<file path="config.mk">
export PLATFORM = sky130hd
export DESIGN_NAME = pixel_packer_flat
export DESIGN_NICKNAME = d
export VERILOG_FILES = /design/src/rtl/mandel_pkg.sv /design/src/rtl/pixel_packer_if.sv /design/src/rtl/pixel_byte_fifo.sv /design/src/rtl/pixel_packer.sv /design/src/flat_wrapper.sv
export SDC_FILE = /design/constraint.sdc
export NUM_CORES = 1
export LEC_CHECK = 0
export ABC_CLOCK_PERIOD_IN_PS = 4710
export BUFFER_PORTS_ARGS = -buffer_cell sky130_fd_sc_hd__buf_2
export CAP_MARGIN = 10
export CORE_MARGIN = 1
export CORE_UTILIZATION = 65
export DETAILED_ROUTE_END_ITERATION = 8
export GPL_TIMING_DRIVEN = 0
export PLACE_DENSITY = 0.93
export SLEW_MARGIN = 40
export SYNTH_ARGS = -nofsm -noshare
export SYNTH_HDL_FRONTEND = slang
export SYNTH_SLANG_ARGS = --single-unit
</file>
<file path="constraint.sdc">
create_clock -name clk -period 4.71 [get_ports clk]
set_clock_uncertainty 0.05 [all_clocks]
set_input_delay 0.471 -clock clk [delete_from_list [all_inputs] [get_ports clk]]
set_output_delay 0.471 -clock clk [all_outputs]
set_load 0.01 [all_outputs]
</file>
<file path="src/rtl/mandel_pkg.sv">
// mandel_pkg: types shared by the pixel packing path of the Mandelbrot engine.
//   NIBBLE_W / BYTE_W : pixel (iteration count) width and packed byte width.
//   pack_state_e      : pack FSM states (PACK_LOW = no nibble held, PACK_HIGH = one held).
//   fifo_entry_t      : one FIFO entry, {last, data[7:0]}.
package mandel_pkg;
  localparam int NIBBLE_W = 4;
  localparam int BYTE_W   = 8;

  typedef enum logic {
    PACK_LOW  = 1'b0,
    PACK_HIGH = 1'b1
  } pack_state_e;

  typedef struct packed {
    logic              last;
    logic [BYTE_W-1:0] data;
  } fifo_entry_t;
endpackage

</file>
<file path="src/rtl/pixel_packer_if.sv">
// pixel_packer_if: pixel input stream and packed byte output stream.
//   in_valid/in_data/in_last/in_ready : engine -> packer pixels.
//   out_valid/out_data/out_last/out_ack : packer -> framebuffer bytes (FWFT, ack pops).
// Modports: slave = packer side, master = engine/framebuffer side.
interface pixel_packer_if;
  import mandel_pkg::*;
  logic                in_valid;
  logic [NIBBLE_W-1:0] in_data;
  logic                in_last;
  logic                in_ready;
  logic                out_valid;
  logic [BYTE_W-1:0]   out_data;
  logic                out_last;
  logic                out_ack;

  modport slave  (input  in_valid, in_data, in_last, out_ack,
                  output in_ready, out_valid, out_data, out_last);
  modport master (output in_valid, in_data, in_last, out_ack,
                  input  in_ready, out_valid, out_data, out_last);
endinterface

</file>
<file path="src/rtl/pixel_byte_fifo.sv">
// pixel_byte_fifo: first-word-fall-through FIFO of fifo_entry_t.
//   clk, reset (async, high), flush (sync clear, highest priority)
//   push/push_entry : write (ignored when full)
//   pop             : drop head (ignored when empty)
//   head            : head entry, combinational from storage
//   full, empty, level : occupancy; full/empty derived from level
module pixel_byte_fifo
  import mandel_pkg::*;
#(
  parameter int DEPTH = 8
) (
  input  logic                   clk,
  input  logic                   reset,
  input  logic                   flush,
  input  logic                   push,
  input  fifo_entry_t            push_entry,
  input  logic                   pop,
  output fifo_entry_t            head,
  output logic                   full,
  output logic                   empty,
  output logic [$clog2(DEPTH):0] level
);
  localparam int AW = $clog2(DEPTH);
  localparam int LW = AW + 1;

  fifo_entry_t     mem_q [DEPTH];
  fifo_entry_t     mem_d [DEPTH];
  logic [AW-1:0]   wr_ptr_q, wr_ptr_d, rd_ptr_q, rd_ptr_d;
  logic [LW-1:0]   level_q, level_d;
  logic            push_ok, pop_ok;

  assign full    = (level_q == LW'(DEPTH));
  assign empty   = (level_q == '0);
  assign level   = level_q;
  assign head    = mem_q[rd_ptr_q];
  assign push_ok = push && !full;
  assign pop_ok  = pop && !empty;

  always_comb begin
    mem_d    = mem_q;
    wr_ptr_d = wr_ptr_q;
    rd_ptr_d = rd_ptr_q;
    level_d  = level_q;
    if (flush) begin
      // Storage is cleared too so the head reads back 0 exactly as after reset.
      for (int i = 0; i < DEPTH; i++) mem_d[i] = '0;
      wr_ptr_d = '0;
      rd_ptr_d = '0;
      level_d  = '0;
    end else begin
      if (push_ok) begin
        mem_d[wr_ptr_q] = push_entry;
        wr_ptr_d        = wr_ptr_q + 1'b1;
      end
      if (pop_ok) rd_ptr_d = rd_ptr_q + 1'b1;
      case ({push_ok, pop_ok})
        2'b10:   level_d = level_q + 1'b1;
        2'b01:   level_d = level_q - 1'b1;
        default: level_d = level_q;
      endcase
    end
  end

  always_ff @(posedge clk or posedge reset) begin
    if (reset) begin
      for (int i = 0; i < DEPTH; i++) mem_q[i] <= '0;
      wr_ptr_q <= '0;
      rd_ptr_q <= '0;
      level_q  <= '0;
    end else begin
      mem_q    <= mem_d;
      wr_ptr_q <= wr_ptr_d;
      rd_ptr_q <= rd_ptr_d;
      level_q  <= level_d;
    end
  end
endmodule

</file>
<file path="src/rtl/pixel_packer.sv">
// pixel_packer: packs 4-bit iteration counts two per byte (older pixel in [3:0])
// and buffers the bytes in a FWFT FIFO for the framebuffer writer.
//   clk, reset (async, high), flush (sync frame-start clear, highest priority)
//   pif (slave)  : pixel in / byte out handshakes
//   level        : bytes held in the FIFO
//   overflow     : sticky, a pixel arrived while full and was dropped
//   frame_done   : one-cycle pulse after the byte carrying the last pixel is popped
// Optional (PIXEL_PACKER_STATS_EN): pixel_count[15:0], drop_count[7:0], saturating.
module pixel_packer
  import mandel_pkg::*;
#(
  parameter int DEPTH = 8
) (
  input  logic                   clk,
  input  logic                   reset,
  input  logic                   flush,
  pixel_packer_if.slave          pif,
  output logic [$clog2(DEPTH):0] level,
  output logic                   overflow,
  output logic                   frame_done
`ifdef PIXEL_PACKER_STATS_EN
  ,
  output logic [15:0]            pixel_count,
  output logic [7:0]             drop_count
`endif
);
  pack_state_e         state_q, state_d;
  logic [NIBBLE_W-1:0] nib_q, nib_d;
  logic                overflow_q, overflow_d;
  logic                frame_done_q, frame_done_d;
  logic                push, full, empty, accept, drop, pop;
  fifo_entry_t         push_entry, head;

  pixel_byte_fifo #(.DEPTH(DEPTH)) u_fifo (
    .clk        (clk),
    .reset      (reset),
    .flush      (flush),
    .push       (push),
    .push_entry (push_entry),
    .pop        (pif.out_ack),
    .head       (head),
    .full       (full),
    .empty      (empty),
    .level      (level)
  );

  // Ready depends only on FIFO space: a LOW-state pixel that would not push
  // is still refused when full, keeping the handshake FSM-independent.
  assign pif.in_ready  = !full;
  assign pif.out_valid = !empty;
  assign pif.out_data  = head.data;
  assign pif.out_last  = head.last;
  assign accept        = pif.in_valid && !full && !flush;
  assign drop          = pif.in_valid && full && !flush;
  assign pop           = pif.out_ack && !empty && !flush;
  assign overflow      = overflow_q;
  assign frame_done    = frame_done_q;

  always_comb begin
    state_d      = state_q;
    nib_d        = nib_q;
    push         = 1'b0;
    push_entry   = '0;
    overflow_d   = overflow_q | drop;
    frame_done_d = pop && head.last;
    if (flush) begin
      state_d    = PACK_LOW;
      nib_d      = '0;
      overflow_d = 1'b0;
    end else if (accept) begin
      case (state_q)
        PACK_LOW: begin
          if (pif.in_last) begin
            // Lone last pixel: flush it out with a zero high nibble.
            push            = 1'b1;
            push_entry.last = 1'b1;
            push_entry.data = {{NIBBLE_W{1'b0}}, pif.in_data};
          end else begin
            nib_d   = pif.in_data;
            state_d = PACK_HIGH;
          end
        end
        PACK_HIGH: begin
          push            = 1'b1;
          push_entry.last = pif.in_last;
          push_entry.data = {pif.in_data, nib_q};
          state_d         = PACK_LOW;
        end
        default: state_d = PACK_LOW;
      endcase
    end
  end

  always_ff @(posedge clk or posedge reset) begin
    if (reset) begin
      state_q      <= PACK_LOW;
      nib_q        <= '0;
      overflow_q   <= 1'b0;
      frame_done_q <= 1'b0;
    end else begin
      state_q      <= state_d;
      nib_q        <= nib_d;
      overflow_q   <= overflow_d;
      frame_done_q <= frame_done_d;
    end
  end

`ifdef PIXEL_PACKER_STATS_EN
  logic [15:0] pixel_cnt_q, pixel_cnt_d;
  logic [7:0]  drop_cnt_q, drop_cnt_d;

  assign pixel_count = pixel_cnt_q;
  assign drop_count  = drop_cnt_q;

  always_comb begin
    pixel_cnt_d = pixel_cnt_q;
    drop_cnt_d  = drop_cnt_q;
    if (flush) begin
      pixel_cnt_d = '0;
      drop_cnt_d  = '0;
    end else begin
      if (accept && pixel_cnt_q != 16'hFFFF) pixel_cnt_d = pixel_cnt_q + 16'd1;
      if (drop && drop_cnt_q != 8'hFF)       drop_cnt_d  = drop_cnt_q + 8'd1;
    end
  end

  always_ff @(posedge clk or posedge reset) begin
    if (reset) begin
      pixel_cnt_q <= '0;
      drop_cnt_q  <= '0;
    end else begin
      pixel_cnt_q <= pixel_cnt_d;
      drop_cnt_q  <= drop_cnt_d;
    end
  end
`endif
endmodule

</file>
<file path="src/flat_wrapper.sv">
// flat-port wrapper written by rule: the top's interface ports become plain ports
module pixel_packer_flat import mandel_pkg::*;
#(
  parameter int DEPTH = 8
)
  (clk, reset, flush, level, overflow, frame_done, pif_in_valid, pif_in_data, pif_in_last, pif_out_ack, pif_in_ready, pif_out_valid, pif_out_data, pif_out_last);
  pixel_packer_if pif_i ();
  input  logic clk;
  input  logic reset;
  input  logic flush;
  output logic [$clog2(DEPTH):0] level;
  output logic overflow;
  output logic frame_done;
  input wire logic [$bits(pif_i.in_valid)-1:0] pif_in_valid;
  input wire logic [$bits(pif_i.in_data)-1:0] pif_in_data;
  input wire logic [$bits(pif_i.in_last)-1:0] pif_in_last;
  input wire logic [$bits(pif_i.out_ack)-1:0] pif_out_ack;
  output wire logic [$bits(pif_i.in_ready)-1:0] pif_in_ready;
  output wire logic [$bits(pif_i.out_valid)-1:0] pif_out_valid;
  output wire logic [$bits(pif_i.out_data)-1:0] pif_out_data;
  output wire logic [$bits(pif_i.out_last)-1:0] pif_out_last;
  assign pif_i.in_valid = pif_in_valid;
  assign pif_i.in_data = pif_in_data;
  assign pif_i.in_last = pif_in_last;
  assign pif_i.out_ack = pif_out_ack;
  assign pif_in_ready = pif_i.in_ready;
  assign pif_out_valid = pif_i.out_valid;
  assign pif_out_data = pif_i.out_data;
  assign pif_out_last = pif_i.out_last;
  pixel_packer #(.DEPTH(DEPTH)) u_core (.clk(clk), .reset(reset), .flush(flush), .pif(pif_i), .level(level), .overflow(overflow), .frame_done(frame_done));
endmodule
</file>
# Yosys cells after proc, flatten, opt, wreduce, memory -nomap -nowiden
# Cells that the tools add are included.
dict set report classes {
  magnitude_cmp 3
  n_reduce_logical 18
  n_div 0
  n_mul 0
  shifts 0
  mux 31
  n_eq_ne 5
  addsub 4
  bitwise_logic 4
}
# op n
set ops {}
lappend ops {{72-bit 2-to-1 mux} 2}
lappend ops {{72-bit bitwise mux} 1}
lappend ops {{9-bit 2-to-1 mux} 6}
lappend ops {{9-bit binary-select mux with 3-bit select} 1}
lappend ops {{9-bit demux with 3-bit select} 1}
lappend ops {{4-bit 2-to-1 mux} 5}
lappend ops {{9-bit case mux with 2 select lines} 1}
lappend ops {{3-bit 2-to-1 mux} 4}
lappend ops {{1-bit logical AND} 9}
lappend ops {{4-bit greater-or-equal comparator, second input constant} 2}
lappend ops {{3-bit inverter with 4-bit output} 2}
lappend ops {{4-bit case mux with 2 select lines} 1}
lappend ops {{1-bit 2-to-1 mux} 7}
lappend ops {{3-bit by 1-bit adder with 3-bit output, second input constant} 2}
lappend ops {{2-bit nonzero test} 3}
lappend ops {{4-bit by 1-bit adder with 4-bit output, second input constant} 1}
lappend ops {{4-bit == test, second input constant} 1}
lappend ops {{4-bit zero test} 1}
lappend ops {{4-bit by 1-bit less-than comparator with 1-bit output, second input constant} 1}
lappend ops {{2-bit != test, second input constant} 2}
lappend ops {{1-bit case mux with 2 select lines} 2}
lappend ops {{4-bit by 1-bit subtractor with 4-bit output, second input constant} 1}
lappend ops {{1-bit zero test} 3}
lappend ops {{3-bit AND reduction} 1}
lappend ops {{5 further kinds} 5}
dict set report totals {
  rom_bits 0
  regBits 89
  n_memories 0
  latch_bits 0
  ram_bits 0
  out_inout_bits 17
  inputBits 10
}

# Logic depth before layout (Yosys ltp)
dict set report depth {
  ltp_word 10
  ltp_mapped 9
  ltp_nobuf 8
}

# By module
# From an unflattened synthesis, not the netlist that was laid out.
dict set report unflattened {
  hier_cells 398
  hier_area_um2 4660.7
}
# module seq_area_each_um2 instances cells_per_inst area_each_um2
set by_module_without_submodules {}
lappend by_module_without_submodules {pixel_byte_fifo 2052.0 1 353 4234.1}
lappend by_module_without_submodules {pixel_packer 175.2 1 45 426.7}

# Worst setup path after synthesis
# Ideal clock, no wire load.
dict set report synth_path {
  path_type {reg-to-reg}
  start {reg u_core.u_fifo.level_q[1] (netlist: u_core.u_fifo.level[1])}
  end {reg u_core.u_fifo.level_q[3] (netlist: u_core.u_fifo.level[3])}
  arrival_ns 2.172
  setup_ns 0.132
  setup_slack_ns 2.356
  stages_incl_launch_ff 10
  required_ns 4.528
  synth_period_minus_slack_ns 2.354
  path_buffers 1
  cell_sequence {dfrtp_1 buf_6 nor4b_4 o31a_2 ha_1 a31oi_1 nor2_1 a32oi_2 xor2_1 nor2_1}
}
dict set report synth_between {
  elab_chain_cells 10
  elab_cells_between_ends 17
}
# element line_no
set synth_rtl {}
lappend synth_rtl {{start: declaration} pixel_byte_fifo.sv:29} ;# logic [LW-1:0] level_q, level_d;
lappend synth_rtl {{start signal: assignment} pixel_byte_fifo.sv:74} ;# level_q <= level_d;
lappend synth_rtl {{4-bit == test} pixel_byte_fifo.sv:32} ;# assign full = (level_q == LW'(DEPTH));
lappend synth_rtl {{1-bit zero test} {pixel_byte_fifo.sv:36, pixel_packer.sv:53}}
lappend synth_rtl {{1-bit logical AND (2 in a row)} pixel_packer.sv:53} ;# assign accept = pif.in_valid && !full && !flush;
lappend synth_rtl {{1-bit 2-to-1 mux} pixel_packer.sv:70} ;# end else if (accept) begin
lappend synth_rtl {{1-bit 2-to-1 mux} pixel_packer.sv:66} ;# if (flush) begin
lappend synth_rtl {{1-bit logical AND} pixel_byte_fifo.sv:36} ;# assign push_ok = push && !full;
lappend synth_rtl {{2-bit by 1-bit == test with 1-bit output or 2-bit == test (tied branches)} pixel_byte_fifo.sv:56} ;# case ({push_ok, pop_ok})
lappend synth_rtl {{4-bit case mux with 2 select lines} pixel_byte_fifo.sv:56}
lappend synth_rtl {{4-bit 2-to-1 mux} pixel_byte_fifo.sv:44} ;# if (flush) begin
# Several ways; a longest one is shown, not always the timed one.
# A chain may end at the register's enable or synchronous reset.

# Final worst setup path
dict set report layout_path {
  start {reg u_core.u_fifo.rd_ptr_q[1]}
  end {out pif_out_data[0]}
}
dict set report layout_between {
  elab_chain_cells 4
}
# element line_no
set layout_rtl {}
lappend layout_rtl {{start: declaration} pixel_byte_fifo.sv:28} ;# logic [AW-1:0] wr_ptr_q, wr_ptr_d, rd_ptr_q, rd_ptr_d;
lappend layout_rtl {{start signal: assignment} pixel_byte_fifo.sv:73} ;# rd_ptr_q <= rd_ptr_d;
lappend layout_rtl {{3-bit inverter with 4-bit output (not written as such)} pixel_byte_fifo.sv:35} ;# assign head = mem_q[rd_ptr_q];
lappend layout_rtl {{9-bit binary-select mux with 3-bit select} pixel_byte_fifo.sv:35}
lappend layout_rtl {{9-bit 2-to-1 mux (not written as such) (2 in a row)} pixel_byte_fifo.sv:35}
lappend layout_rtl {{end: declaration} flat_wrapper.sv:20} ;# output wire logic [$bits(pif_i.out_data)-1:0] pif_out_data;
# Every way passes these cells. The select of a mux whose other input is x is not followed.

==> metrics.md <==
| Metric | Value |
|---|---|
| Outcome | completed |
| DRC | 0 |
| Antenna diode count | 0 |
| Period utilization | 71.1% |
| Avg WL per Cell | 22.5 µm |
| Clk_lat worst skew | 0.37 ns |
| Final Core Density | 75.6% |
| Net Count, Synth | 386 |
| CP cell instances | clkbuf_1 -> clkbuf_1 -> mux4_2 -> mux2_2 -> buf_2 |
| Largest delay contributor family on the critical path | buffers and inverters |
| Root buffer cell | clkbuf_8 |
| Core region area | 0.00646 mm² |
| Minimum clock period | 3.35 ns |
| Die Area | 0.00713 mm² |
| Total Wirelength | 11.1 mm |
| Post-CTS Setup Repair Bufs | 0 |
| Worst Path Class, Setup | flip-flop to output pin |
| Critical Path Slowest Stage Cell | clkbuf_1 |
| Detail Placement HPWL | 7.49 mm |
| DR vias | 3387 |
| Synth top area cells | dfrtp_1 (50%), mux4_2 (9.2%), a22o_1 (6.3%) |
| Die W | 84.4 µm |
| Cell mode on critical path | clkbuf_1 |
| Final hold vios | 0 |
| Pwr dens | 382 mW/mm² |
| Clock slew at reported path FFs | 0.10 ns |
| CTS tree | yes |
| Area share of the largest cell type after synthesis | 50.4% |
| # clock sinks | 89 |
| WP data arrival | 2.83 ns |
| Sequential area share after synthesis | 50.4% |
| Slew HR | 41.9% |
| Drt first pass iters | 8 |
| Max Cap Viol | 0 |
| Antenna viol nets, final | 0 |
| First-pass GRT wire length | 18.1 mm |
| Cell accounting for the most synthesized area | dfrtp_1 |
| YS warnings | 0 |
| Avg Synthesized Cell Area | 11.9 µm² |
| Vias per cell | 6.88 |
| Minimum hold slack | 0.0172 ns |
| Input/output buffers | 26 |
| P&R area growth vs syn | 10.5% |
| Number of global-route vias before repair | 3410 |
| Number of enable flip-flop cells after synthesis | 0 |
| Max incr delay on CP | 0.66 ns |
| Crit Path Max Fanout | 10 |
| Worst Hold Class | input pin to async pin |
| Fill count | 399 |
| Synthesized flop and latch total | 89 |
| Max-slew violations | 0 |
| Die H | 84.4 µm |
| Startpoint Class | flip-flop |
| Grt total ovfl | 0 |
| Gate Count Post-Synth | 372 |
| Ports | 27 |
| Leak | 2.16 nW |
| Mapped Area | 0.00442 mm² |
| CTS H-tree lvls | 3 |
| WL met3 | 785 µm |
| Post-CTS Resized | 0 |
| RD Place Congestion | 0.902 |
| Main synth FF type | dfrtp_1 |
| Distinct cells, synth | 51 |
| Worst path required time | 4.19 ns |
| RSZ-0062 raised after global routing | false |
| Worst IR Drop VDD | 0.000370 V |
| Highest Signal Layer | met4 |
| Hold Buf Count CTS | 0 |
| Rows | 29 |
| Met2 WL | 5.34 mm |
| Number of setup violations in the final report | 0 |
| Initial antenna violation count | 0 |
| CP Buf/Inv Count | 3 |
| DRT iter0 DRCs | 374 |
| Met1 Wirelength | 4.56 mm |
| Worst Max-Slew Pin Slew | 0.871 ns |
| Critical path endpoint category | output pin |
| Initial Util | 68.4% |
| Setup TNS | 0 ns |
| Nets@finish | 424 |
| Fmax | 0.299 GHz |
| Pin count of the biggest net entering global routing | 57 |
| Fraction of registers with async set/reset | 100% |
| Clock Tree Buf Depth | 2 |
| TritonCTS buffer count | 9 |
| GRT Util Overall | 34.1% |
| Proportion of layout cells with a drive suffix above 1 | 22.9% |
## cell families (layout without fill, tap and decap cells)
family                   after synthesis  in the layout  share of synthesized area (%)
AND/OR/NAND/NOR                      112            112                           13.4
AO/OA/AOI/OAI                         94             94                           16.2
flip-flops                            89             89                           50.4
multiplexers                          41             41                           14.7
buffers and inverters                 24             67                           2.44
XOR/XNOR                               8              8                           1.76
adder cells (fa/ha/maj)                4              4                           1.13
## area by class of cell
cell class,instances,area (µm²),share of cell area (%)
Multi-Input combinational cell,259,2090,42.7
Timing Repair Buffer,27,158,3.23
Inverter,3,16.3,0.333
Tap cell,77,96.3,1.97
Buffer,21,96.3,1.97
Sequential cell,89,2230,45.6
Clock buffer,10,128,2.61
Clock inverter,6,73.8,1.51
## synthesized netlist by cell type, types with 2 or more instances
master    instances
nand2_1          37
dfrtp_1          89
nor3b_1           2
o211ai_1          2
buf_2             2
a21oi_1          10
nand3_1           6
mux2_2            9
a22oi_1           4
nor2_1           30
o21ai_0          28
ha_1              4
a32o_1            2
mux2i_1          14
xnor2_1           2
inv_1             2
and3_1            2
buf_1             4
a22o_1           32
and3b_1           2
nand3b_1         10
buf_6             2
xor2_1            5
a21oi_2           3
a21oi_4           4
o31ai_1           2
mux4_2           18
clkbuf_1         13
nand2b_1         10
## final timing paths
path / end / slack (ns) / cells past startpoint / from
worst max-delay path: pif_out_data[0] / 1.36 / 5 / u_core.u_fifo.rd_ptr_q[1]
worst min-delay path: u_core.u_fifo.mem_q[18] / 0.02 / 2 / reset
worst max register to register: u_core.u_fifo.level[3] / 2.00 / 9 / u_core.u_fifo.level[1]
worst min register to register: u_core.u_fifo.mem_q[61] / 0.44 / 2 / u_core.u_fifo.mem_q[61]
max in group asynchronous: u_core.nib_q[0] / 4.01 / 3 / reset
min in group clk: u_core.nib_q[2] / 0.35 / 3 / pif_in_data[2]
## per-layer routing
metal	vias to the layer above	track usage, %
met3	36	4.92
li1	1449	-
met1	1685	47.4
met4	0	16.8
met2	217	53.7
met5	-	0
## report_power, final
group	leakage (nW)	internal (W)	switching (W)	total, W
Clock	0.0954	0.000253	0.000296	0.000549
Sequential	1.24	0.000796	0.0000357	0.000831
Combinational	0.827	0.000191	0.000294	0.000485
Total	2.16	0.00124	0.000625	0.00187
## layout by cell type (no fill, tap or decap), types with 2 or more instances in the layout
cell type,instances
nor2_1,30
a32o_1,2
a21oi_2,3
and3_1,2
buf_1,4
inv_6,3
a21oi_1,10
and3b_1,2
xor2_1,5
mux4_2,18
mux2i_1,14
nand2b_1,10
clkbuf_8,9
mux2_2,9
nand2_1,37
buf_6,2
clkinvlp_4,2
nand3_1,6
xnor2_1,2
ha_1,4
o21ai_0,28
dfrtp_1,89
buf_2,28
o211ai_1,2
a22o_1,32
clkbuf_1,14
o31ai_1,2
nand3b_1,10
a22oi_1,4
a21oi_4,4
## registers in the layout, indices dropped and copies added, names as in the netlist
name                    count
u_core.u_fifo.mem_q        72
u_core.nib_q                4
u_core.u_fifo.level         4
u_core.u_fifo.rd_ptr_q      3
u_core.u_fifo.wr_ptr_q      3
u_core.frame_done           1
u_core.overflow             1
u_core.state_q              1
## per-stage QoR
step                      instances  area, µm²  total power, W  setup slack, ns
final                           492       4880         0.00187             1.36
after global routing            492       4880         0.00194             1.34
after CTS                       492       4880         0.00186             1.39
after detailed placement        476       4680         0.00132             1.82
after global placement          475       4640         0.00129            0.986
after floorplan                 372       4420         0.00119             1.88
No activity file was read; power rests on OpenSTA's default activity.
